<file path="config.mk">
export PLATFORM = sky130hd
export DESIGN_NAME = controle_pedagio
export DESIGN_NICKNAME = d
export VERILOG_FILES = /design/src/rtl/controle_pedagio_pkg.sv /design/src/rtl/controle_pedagio_sincroniza_borda.sv /design/src/rtl/controle_pedagio.sv
export SDC_FILE = /design/constraint.sdc
export NUM_CORES = 1
export LEC_CHECK = 0
export BUFFER_PORTS_ARGS = -buffer_cell sky130_fd_sc_hd__buf_2
export CAP_MARGIN = 10
export CORE_MARGIN = 1.5
export CORE_UTILIZATION = 35
export CTS_CLUSTER_SIZE = 10
export DETAILED_ROUTE_END_ITERATION = 12
export SYNTH_ARGS = -nofsm -noshare
export SYNTH_HDL_FRONTEND = slang
export SYNTH_HIERARCHICAL = 1
export SYNTH_SLANG_ARGS = --single-unit
</file>
<file path="constraint.sdc">
create_clock -name clk -period 3.9 [get_ports clk]
set_input_delay 0.585 -clock clk [delete_from_list [all_inputs] [get_ports clk]]
set_output_delay 0.585 -clock clk [all_outputs]
set_load 0.03 [all_outputs]
</file>
<file path="src/rtl/controle_pedagio_pkg.sv">
// Shared definitions for the toll-lane controller: FSM states, category codes,
// default tariffs and small arithmetic helpers.
package controle_pedagio_pkg;

    typedef enum logic [1:0] {
        OCIOSO   = 2'd0,
        CONTANDO = 2'd1,
        COBRANDO = 2'd2,
        LIBERADO = 2'd3
    } estado_t;

    localparam logic [1:0] CAT_2EIXOS = 2'd0;
    localparam logic [1:0] CAT_3EIXOS = 2'd1;
    localparam logic [1:0] CAT_4EIXOS = 2'd2;
    localparam logic [1:0] CAT_5EIXOS = 2'd3;

    localparam logic [3:0] TARIFA_C0_DEF   = 4'd2;
    localparam logic [3:0] TARIFA_C1_DEF   = 4'd4;
    localparam logic [3:0] TARIFA_C2_DEF   = 4'd6;
    localparam logic [3:0] TARIFA_C3_DEF   = 4'd9;
    localparam int         GATE_CYCLES_DEF = 8;

    // Zero or one axle is treadle noise or a motorcycle and falls in the lowest class.
    function automatic logic [1:0] classifica(input logic [2:0] eixos);
        logic [1:0] cat;
        case (eixos)
            3'd0, 3'd1, 3'd2: cat = CAT_2EIXOS;
            3'd3:             cat = CAT_3EIXOS;
            3'd4:             cat = CAT_4EIXOS;
            default:          cat = CAT_5EIXOS;
        endcase
        return cat;
    endfunction

    function automatic logic [3:0] soma_sat(input logic [3:0] a, input logic [3:0] b);
        logic [4:0] soma;
        soma = {1'b0, a} + {1'b0, b};
        return soma[4] ? 4'd15 : soma[3:0];
    endfunction

endpackage

</file>
<file path="src/rtl/controle_pedagio_sincroniza_borda.sv">
// Two-flop synchroniser for a raw asynchronous sensor followed by a registered
// edge detector producing one-cycle rise and fall pulses.
module sincroniza_borda (
    input  logic clk,
    input  logic rst_n,
    input  logic entrada,
    output logic sobe,
    output logic desce
);

    logic sync1_r;
    logic sync2_r;
    logic prev_r;

    // Synchroniser chain, previous-value flop and registered edge pulses.
    always_ff @(posedge clk or negedge rst_n) begin
        if (!rst_n) begin
            sync1_r <= 1'b0;
            sync2_r <= 1'b0;
            prev_r  <= 1'b0;
            sobe    <= 1'b0;
            desce   <= 1'b0;
        end else begin
            sync1_r <= entrada;
            sync2_r <= sync1_r;
            prev_r  <= sync2_r;
            sobe    <= sync2_r & ~prev_r;
            desce   <= ~sync2_r & prev_r;
        end
    end

endmodule

</file>
<file path="src/rtl/controle_pedagio.sv">
// Toll-lane controller: classifies vehicles by axle count, accumulates coins
// and opens the gate once the category tariff is covered.
module controle_pedagio
    import controle_pedagio_pkg::*;
#(
    parameter logic [3:0] TARIFA_C0   = TARIFA_C0_DEF,
    parameter logic [3:0] TARIFA_C1   = TARIFA_C1_DEF,
    parameter logic [3:0] TARIFA_C2   = TARIFA_C2_DEF,
    parameter logic [3:0] TARIFA_C3   = TARIFA_C3_DEF,
    parameter int         GATE_CYCLES = GATE_CYCLES_DEF
) (
    input  logic       clk,
    input  logic       rst_n,
    input  logic       sensor_eixo,
    input  logic       sensor_presenca,
    input  logic       moeda_valida,
    input  logic [3:0] moeda_valor,
    output logic       E1,
    output logic       E0,
    output logic [3:0] P,
    output logic       cancela,
    output logic       cobrando
);

    localparam logic [7:0] GATE_ULTIMO = 8'(GATE_CYCLES - 1);

    estado_t    estado_r;
    estado_t    estado_next_s;
    logic [2:0] eixos_r;
    logic [2:0] eixos_next_s;
    logic [2:0] eixos_inc_s;
    logic [7:0] gate_cnt_r;
    logic [7:0] gate_next_s;
    logic [1:0] cat_next_s;
    logic [3:0] p_next_s;
    logic [3:0] tarifa_s;
    logic       cancela_next_s;
    logic       cobrando_next_s;
    logic       eixo_sobe_s;
    logic       eixo_desce_unused_s;
    logic       pres_sobe_s;
    logic       pres_desce_s;

    sincroniza_borda u_sinc_eixo (
        .clk     (clk),
        .rst_n   (rst_n),
        .entrada (sensor_eixo),
        .sobe    (eixo_sobe_s),
        .desce   (eixo_desce_unused_s)
    );

    sincroniza_borda u_sinc_presenca (
        .clk     (clk),
        .rst_n   (rst_n),
        .entrada (sensor_presenca),
        .sobe    (pres_sobe_s),
        .desce   (pres_desce_s)
    );

    // Tariff of the latched category and saturating axle increment.
    always_comb begin
        case ({E1, E0})
            CAT_2EIXOS: tarifa_s = TARIFA_C0;
            CAT_3EIXOS: tarifa_s = TARIFA_C1;
            CAT_4EIXOS: tarifa_s = TARIFA_C2;
            default:    tarifa_s = TARIFA_C3;
        endcase
        if (eixo_sobe_s && (eixos_r != 3'd7)) begin
            eixos_inc_s = eixos_r + 3'd1;
        end else begin
            eixos_inc_s = eixos_r;
        end
    end

    // FSM state register.
    always_ff @(posedge clk or negedge rst_n) begin
        if (!rst_n) begin
            estado_r <= OCIOSO;
        end else begin
            estado_r <= estado_next_s;
        end
    end

    // FSM next-state logic; presence edges outside OCIOSO/CONTANDO are ignored.
    always_comb begin
        estado_next_s = estado_r;
        case (estado_r)
            OCIOSO:   if (pres_sobe_s)              estado_next_s = CONTANDO; else estado_next_s = OCIOSO;
            CONTANDO: if (pres_desce_s)             estado_next_s = COBRANDO; else estado_next_s = CONTANDO;
            COBRANDO: if (P >= tarifa_s)            estado_next_s = LIBERADO; else estado_next_s = COBRANDO;
            LIBERADO: if (gate_cnt_r == GATE_ULTIMO) estado_next_s = OCIOSO;  else estado_next_s = LIBERADO;
            default:  estado_next_s = OCIOSO;
        endcase
    end

    // Next values of the datapath and registered outputs.
    always_comb begin
        eixos_next_s = eixos_r;
        cat_next_s   = {E1, E0};
        p_next_s     = P;
        gate_next_s  = gate_cnt_r;
        case (estado_r)
            OCIOSO: begin
                eixos_next_s = 3'd0;
                cat_next_s   = CAT_2EIXOS;
                p_next_s     = 4'd0;
                gate_next_s  = 8'd0;
            end
            CONTANDO: begin
                eixos_next_s = eixos_inc_s;
                // Same-cycle axle pulse is included before classification.
                if (pres_desce_s) cat_next_s = classifica(eixos_inc_s); else cat_next_s = {E1, E0};
            end
            COBRANDO: begin
                gate_next_s = 8'd0;
                if (moeda_valida) p_next_s = soma_sat(P, moeda_valor); else p_next_s = P;
            end
            LIBERADO: begin
                gate_next_s = gate_cnt_r + 8'd1;
                if (gate_cnt_r == GATE_ULTIMO) begin
                    cat_next_s = CAT_2EIXOS;
                    p_next_s   = 4'd0;
                end else begin
                    cat_next_s = {E1, E0};
                    p_next_s   = P;
                end
            end
            default: begin
                eixos_next_s = 3'd0;
            end
        endcase
        cancela_next_s  = (estado_next_s == LIBERADO);
        cobrando_next_s = (estado_next_s == COBRANDO);
    end

    // Datapath and output registers.
    always_ff @(posedge clk or negedge rst_n) begin
        if (!rst_n) begin
            eixos_r    <= 3'd0;
            gate_cnt_r <= 8'd0;
            E1         <= 1'b0;
            E0         <= 1'b0;
            P          <= 4'd0;
            cancela    <= 1'b0;
            cobrando   <= 1'b0;
        end else begin
            eixos_r    <= eixos_next_s;
            gate_cnt_r <= gate_next_s;
            E1         <= cat_next_s[1];
            E0         <= cat_next_s[0];
            P          <= p_next_s;
            cancela    <= cancela_next_s;
            cobrando   <= cobrando_next_s;
        end
    end

endmodule
</file>
==> impl_metrics.toml, run 1 <==
[status]
outcome = "finished, final reports clean"

[clock_tree]
clkTransAtPathRegs_ns = 0.06
htree_levels = 2
cts_buffers = 5
cts-root-buf = "clkbuf_8"
worstSkewPairLatency_ns = 0.28
cts_tree = "done"
cts.repair.resized = 0
clockBufferDepth = 2
numClockSinks = 30
hold_buffers = 0
cts_setup_buffers = 0

[synth]
syn_avg_cell_area_um2 = 10.48
yosysWarningCount = 6
synthCells = 154
syn-num-nets = 178
syn_area_um2 = 1614

[die]
start_util_pct = 36.82
die_w_um = 70.91
die_h_um = 70.91
dieArea_um2 = 5028
core_um2 = 4384
num_rows = 24
io_pins = 17

[drt]
routedWlPerCell_um = 13.56
wl_um = 3050
antenna_left = 0
dr.pass1.iters = 4
vias = 1188
drc = 0
drt_iter0_drc = 68
vias_per_cell = 5.280

[placement]
dpl_cell_area_um2 = 1725
port_buffers = 16
gp_congestion = 0.7850
hpwl_um = 2209

[global_routing]
gr-total-overflow = 0
globalRouteTotalUtil_pct = 13.56
grt_antenna_before_repair = 0
grt_max_degree = 31
grt_pass1_vias = 1252
grt_pass1_wl_um = 5464

[timing]
rsz0062_at_grt = "false"
slew_headroom_pct = 56.58
slew_viol_final = 0
worst_pin_slew_ns = 0.6513
finalSetupTns_ns = 0
hold_viol = 0
fin_skew_ns = 0.003462
max_freq_ghz = 0.4808
min_period_over_period_pct = 53.33
fin_crit_ns = 2.080
setup_viol = 0

[setup_path]
crit_path_start_kind = "register"
required_ns = 4.07
end_kind = "register"
slowest_stage = "a2111oi_0"
worstRegToRegCells = 6
crit_chain = "ha_1, ha_1, nand2b_1, a2111oi_0, nor3_1, o211a_1"
worstPathArrival_ns = 2.25
path_class = "register to register"
cpMostUsedCell = "ha_1"
max_stage_delay_ns = 0.45
path_max_fanout = 6

[power]
vdd_drop_max_v = 0.0003340
p_leak_uw = 0.0009003
p_per_area_nw_per_um2 = 730.1
total_power_uw = 1326

[hold_path]
hp-class = "input pin to async pin"

[layout]
antenna_cells = 0
syn2layout_area_growth_pct = 12.56
finalInstanceArea_um2 = 1817
drive_gt1_share_pct = 17.92
nets = 196

[flow_run]
drv_cap = 0
==> critical path: cells and delay by family (launching register included) <==
family / cells / cell delay, ns
DFF: 1 / 0.44
AOI/OAI and AO/OA: 2 / 0.68
adders and majority gates: 2 / 0.53
and+or+nand+nor: 2 / 0.32
==> stage by stage <==
stage                     std cells  hold WS, ns  setup slack [ns]  utilization (%)
after floorplan                 154       0.2894             1.905                -
after global placement          217       0.3314             1.942            39.36
after detailed placement        217       0.3355             1.847            39.36
after CTS                       225       0.3498             1.840            41.44
after global routing            225       0.3543             1.706            41.44
final                           225       0.3363             1.820            41.44
==> layer usage <==
metal	share of wire, %	vias up	GRT usage [%]
li1	-	572	-
met5	0	-	0
met2	51	21	23.88
met1	44	590	15.65
met3	3.7	5	3.704
met4	1.2	0	5.241
==> layout by cell type, fill, tap and decap left out, types with 5 or more instances in the layout <==
| cell type | n |
|---|---|
| nand2_1 | 9 |
| buf_2 | 16 |
| nor2_1 | 15 |
| nor3_1 | 5 |
| clkbuf_8 | 6 |
| xor2_1 | 6 |
| dfrtp_1 | 30 |
| o21ai_0 | 8 |
| ha_1 | 14 |
| inv_1 | 13 |
==> layout make-up <==
| cell class | instances | area, um2 |
|---|---|---|
| well taps | 52 | 65.06 |
| repair buffers | 16 | 80.08 |
| inverters | 13 | 48.80 |
| clock buffers | 7 | 86.33 |
| flip-flops and latches | 30 | 750.7 |
| fillers | 440 | 2567 |
| clock inverters | 1 | 5.005 |
| multi-input cells | 106 | 780.7 |
==> flip-flops by register name (all words and copies together), names as in the netlist, 2 cells and up <==
register and cells:
gate_cnt_r 8, eixos_r 3, estado_r 2, P 4
==> report_power, final <==
part,total (uW),internal (uW),switching [uW]
sequential,498,387,111
combinational,573,248,324
clock,256,142,114
==> final timing paths <==
path / end / start / slack (ns)
worst min register to register: u_sinc_eixo/sync2_r / u_sinc_eixo/sync1_r / 0.35
worst max register to register: cancela / E1 / 1.82
max in group asynchronous: gate_cnt_r[6] / rst_n / 3.14
worst min-delay path: u_sinc_presenca/sync1_r / rst_n / 0.34
worst max-delay path: cancela / E1 / 1.82
min in group clk: u_sinc_eixo/sync2_r / u_sinc_eixo/sync1_r / 0.35
No activity file was read; power rests on OpenSTA's default activity.
==> inputs of run 2 (changes only) <==
--- a/config.mk
+++ b/config.mk
@@ -5,6 +5,7 @@
 export SDC_FILE = /design/constraint.sdc
 export NUM_CORES = 1
 export LEC_CHECK = 0
+export ABC_AREA = 1
 export BUFFER_PORTS_ARGS = -buffer_cell sky130_fd_sc_hd__buf_2
 export CAP_MARGIN = 10
 export CORE_MARGIN = 1.5
==> constraint.sdc (replaced) <==
create_clock -name clk -period 1.68 [get_ports clk]
set_input_delay 0.252 -clock clk [delete_from_list [all_inputs] [get_ports clk]]
set_output_delay 0.252 -clock clk [all_outputs]
set_load 0.03 [all_outputs]
==> impl_metrics.toml, run 2 <==
[die]
core_um2 = 4414
die_h_um = 71.30
start_util_pct = 36.99
num_rows = 24
die_w_um = 71.30
io_pins = 17
dieArea_um2 = 5084

[layout]
antenna_cells = 0
final_cell_mix = "nand2_1, dfrtp_1, inv_1"
syn2layout_area_growth_pct = 22.68
regMostFlops = "gate_cnt_r"
layout_commonest_cell = "nand2_1"
reg_top3 = "gate_cnt_r x8, P x4, eixos_r x3"
drive_gt1_share_pct = 27.16
fin_cells = 284
nets = 255
largest_reg_flops = 8

[setup_path]
end_kind = "register"
path_class = "register to register"
worstRegToRegCells = 11
path_max_fanout = 5
rr_endpoint = "cobrando"
required_ns = 1.84
reg2reg_from = "E1"
crit_path_start_kind = "register"
worstPathArrival_ns = 1.82
regToRegSetupSlack_ns = 0.02

[drt]
dr.pass1.iters = 4
drc = 0
drt_iter0_drc = 31
antenna_left = 0
vias = 1307
vias_per_cell = 4.602
wl_um = 3077
routedWlPerCell_um = 10.83

[clock_tree]
cts_tree = "done"
clockBufferDepth = 2
htree_levels = 2
worstSkewPairLatency_ns = 0.28
cts-root-buf = "clkbuf_8"
numClockSinks = 30
clkTransAtPathRegs_ns = 0.06
cts_buffers = 5

[global_routing]
grt_max_degree = 23
grt_pass1_vias = 1266
grt_antenna_before_repair = 0
gr-total-overflow = 0
globalRouteTotalUtil_pct = 13.51
grt_pass1_wl_um = 5382

[synth]
yosysWarningCount = 6
syn-num-nets = 223
synthCells = 199
syn_area_um2 = 1633
syn_avg_cell_area_um2 = 8.205

[timing]
fin_skew_ns = 0.005809
fin_crit_ns = 1.661
rsz0062_at_grt = "true"
finalSetupTns_ns = 0
setup_viol = 0
slew_viol_final = 0
slew_headroom_pct = 68.22
max_freq_ghz = 0.6021
hold_viol = 0
min_period_over_period_pct = 98.87
worst_pin_slew_ns = 0.4766
worst_slack_ns = 0.01906

[placement]
gp_congestion = 0.7899
dp.cells = 272
port_buffers = 16
pre_cts_slack_ns = 0.004040
hpwl_um = 2317

[hold_path]
min_to = "u_sinc_presenca/sync1_r"
hp-class = "input pin to register"
hold_path_depth = 1
min_from = "sensor_presenca"

[power]
vdd_drop_max_v = 0.0006421
p_leak_uw = 0.001042
p_per_area_nw_per_um2 = 1442

[status]
outcome = "finished, final reports clean"

[flow_run]
drv_cap = 0
[run 2: per-layer routing]
metal | track usage (%) | wire length, um
met1 | 18.20 | 1474
met2 | 20.78 | 1444
met3 | 3.376 | 113
met4 | 5.660 | 44
met5 | 0 | 0
[run 2: area by class of cell]
class	count	area (um2)
repair buffers	25	150.1
multi-input cells	133	808.3
fillers	453	2411
clock inverters	1	5.005
inverters	36	135.1
clock buffers	7	86.33
flip-flops and latches	30	753.2
well taps	52	65.06
[run 2: timing repair]
| item | in CTS | in global routing |
|---|---|---|
| pin swaps | 0 | 10 |
| buffers inserted | 0 | 3 |
| endpoints found under the setup margin | 1 | 6 |
| hold buffers | 1 | 0 |
| gates resized for setup | 1 | 19 |
| endpoints found under the hold margin | 20 | 0 |
[run 2: how the worst max path moves through the flow]
stage,startpoint,to,slack [ns],cells past startpoint
3_3_place_gp,eixos_r[0],E0,0.07,10
6_report,E1,cobrando,0.02,11
4_1_cts,E1,cobrando,0.02,11
5_1_grt,E1,cobrando,-0.1,11
3_5_place_dp,E1,cobrando,0.004,11
2_1_floorplan,E1,cobrando,0.04,11
[run 2: report_power, final]
part | internal (uW) | switching (uW) | total [uW]
Clock | 330 | 258 | 587
Combinational | 465 | 808 | 1270
Sequential | 866 | 162 | 1030
Total | 1660 | 1230 | 2890
[run 2: critical path: stages (launching register included)]
cell      delay [ns]
dfrtp_2         0.46
ha_4            0.18
inv_2           0.06
o21ai_2         0.05
ha_1            0.30
inv_1           0.04
o21bai_1        0.14
nand2_1         0.09
nand3_2         0.07
nand2_1         0.05
nand2_1         0.06
nor2_1          0.03
[run 2: stage by stage]
stage | power (uW) | cell area (um2) | hold slack (ns) | utilization (%)
floorplan | 1861 | 1635 | -0.04359 | -
global placement | 2193 | 1818 | 0.2482 | 41.18
detailed placement | 2207 | 1818 | 0.2425 | 41.18
CTS | 2809 | 1922 | 0.06714 | 43.54
global route | 3177 | 2003 | 0.06140 | 45.38
finish | 2888 | 2003 | 0.07888 | 45.38
==> inputs of run 3 (changes only) <==
==> constraint.sdc (replaced) <==
create_clock -name clk -period 1.4 [get_ports clk]
set_input_delay 0.21 -clock clk [delete_from_list [all_inputs] [get_ports clk]]
set_output_delay 0.21 -clock clk [all_outputs]
set_load 0.03 [all_outputs]
==> impl_metrics.toml, run 3 (synthesis results as in run 2) <==
[setup_path]
worst-path-buf-inv = 2
end_kind = "register"
path_max_fanout = 4
worstRegToRegCells = 11
critPathLaunch = "E1"
required_ns = 1.56
cpMostUsedCell = "nand2_1"
worstPathArrival_ns = 1.76
path_class = "register to register"
slowest_stage = "dfrtp_2"
crit_chain = "ha_4, inv_2, o21ai_1, ha_1, inv_1, o21bai_1, nand2_1, nand3_2, nand2_1, nand2_1, nor2_1"
rr_endpoint = "cobrando"
reg2reg_from = "E1"
regToRegSetupSlack_ns = -0.20
max_stage_delay_ns = 0.46
crit_path_start_kind = "register"
path_delay_family = "adder cells"

[drt]
routedWlPerCell_um = 10.73
wl_met1_um = 1499
top_layer_used = "met4"
vias = 1333
wl_met2_um = 1502
drt_iter0_drc = 46
wl_um = 3133
dr.pass1.iters = 4
antenna_left = 0
drc = 0
dr_wl_met3_um = 78
vias_per_cell = 4.565

[layout]
syn2layout_area_growth_pct = 39.08
nets = 263
fin_cells = 292
reg_top3 = "gate_cnt_r x8, P x4, eixos_r x3"
regMostFlops = "gate_cnt_r"
fillCellCount = 404
final_cell_mix = "nand2_1, dfrtp_1, inv_1"
layout_commonest_cell = "nand2_1"
drive_gt1_share_pct = 40.00
antenna_cells = 0
largest_reg_flops = 8

[timing]
rsz0062_at_grt = "true"
max_freq_ghz = 0.6239
fin_crit_ns = 1.603
worst_slack_ns = -0.2027
setup_viol = 7
hold_viol = 0
min_period_over_period_pct = 114.5
fin_skew_ns = 0.004178
worst_pin_slew_ns = 0.3151
slew_headroom_pct = 78.99
slew_viol_final = 0

[clock_tree]
cts-root-buf = "clkbuf_8"
clkTransAtPathRegs_ns = 0.06
clockBufferDepth = 2
worstSkewPairLatency_ns = 0.28
htree_levels = 2
cts_tree = "done"
numClockSinks = 30
cts_buffers = 5

[placement]
hpwl_um = 2337
pre_cts_slack_ns = -0.1691
gp_congestion = 0.7414
port_buffers = 16
dp.cells = 279

[die]
dieArea_um2 = 5084
start_util_pct = 36.99
die_h_um = 71.30
io_pins = 17
core_um2 = 4414
die_w_um = 71.30
num_rows = 24

[hold_path]
hp-class = "input pin to register"
hold_path_depth = 1
min_from = "sensor_eixo"
min_to = "u_sinc_eixo/sync1_r"

[flow_run]
drv_cap = 0

[power]
p_sw_share_pct = 38.60
p_sw_uw = 1620
vdd_drop_max_v = 0.0009993
p_per_area_nw_per_um2 = 1848
combPwrFrac_pct = 44.8
p_int_uw = 2577
p_leak_uw = 0.001125
power_frac_clock_pct = 25.7
pwr-share-seq_pct = 29.5
total_power_uw = 4198

[global_routing]
grt_max_degree = 27
globalRouteTotalUtil_pct = 13.85
grt_pass1_vias = 1307
gr-total-overflow = 0
grt_antenna_before_repair = 0
grt_pass1_wl_um = 5602

[status]
outcome = "finished with violations"
violations = "negative setup slack"
-- run 3: power by group through the flow --
stage               clock network, uW  logic, uW  registers [uW]
floorplan                           0        953            1390
global placement                    0       1580            1240
detailed placement                  0       1590            1250
CTS                              1100       1630            1240
global route                     1150       2130            1260
finish                           1080       1880            1240
-- run 3: area by class of cell --
class | count | area, um2 | share of cell area, %
clock buffers | 6 | 82.58 | 3.636
clock inverters | 2 | 60.06 | 2.645
inverters | 36 | 140.1 | 6.171
multi-input cells | 133 | 935.9 | 41.21
flip-flops and latches | 30 | 757.0 | 33.33
well taps | 52 | 65.06 | 2.865
repair buffers | 33 | 230.2 | 10.14
-- run 3: what timing repair did --
item,4_1_cts,5_1_grt
gates cloned,0,0
endpoints found under the hold margin,30,0
resized for setup,7,28
hold buffers,1,0
setup endpoints to repair,6,10
pin swaps,9,13
buffers inserted,1,3
-- run 3: layer usage --
layer	vias to the layer above	track usage, %
met4	0	5.031
met1	611	17.45
met2	13	22.43
met5	-	0
met3	5	4.360
li1	704	-
-- run 3: how the worst max path moves through the flow --
stage | end | slack (ns) | depth (start not counted)
2_1_floorplan | cobrando | -0.19 | 11
3_3_place_gp | cobrando | -0.15 | 11
3_5_place_dp | cobrando | -0.17 | 11
4_1_cts | cobrando | -0.16 | 11
5_1_grt | estado_r[0] | -0.30 | 10
6_report | cobrando | -0.20 | 11
-- run 3: metrics by stage --
stage,utilization [%],instance area [um2],TNS (ns),hold slack [ns]
4_1_cts,48.30,2132,-0.4928,0.02470
5_1_grt,51.45,2271,-1.257,0.02135
3_3_place_gp,43.85,1936,-0.4514,0.04578
6_report,51.45,2271,-0.5843,0.03383
3_5_place_dp,43.85,1936,-0.5766,0.04561
2_1_floorplan,-,1688,-0.7113,-0.08559
-- run 3: worst reg2reg max path, cell delays in order (launching register included) --
cell and delay, ns:
dfrtp_2 0.46, ha_4 0.18, inv_2 0.05, o21ai_1 0.06, ha_1 0.30, inv_1 0.04
o21bai_1 0.11, nand2_1 0.08, nand3_2 0.07, nand2_1 0.05, nand2_1 0.05, nor2_1 0.03
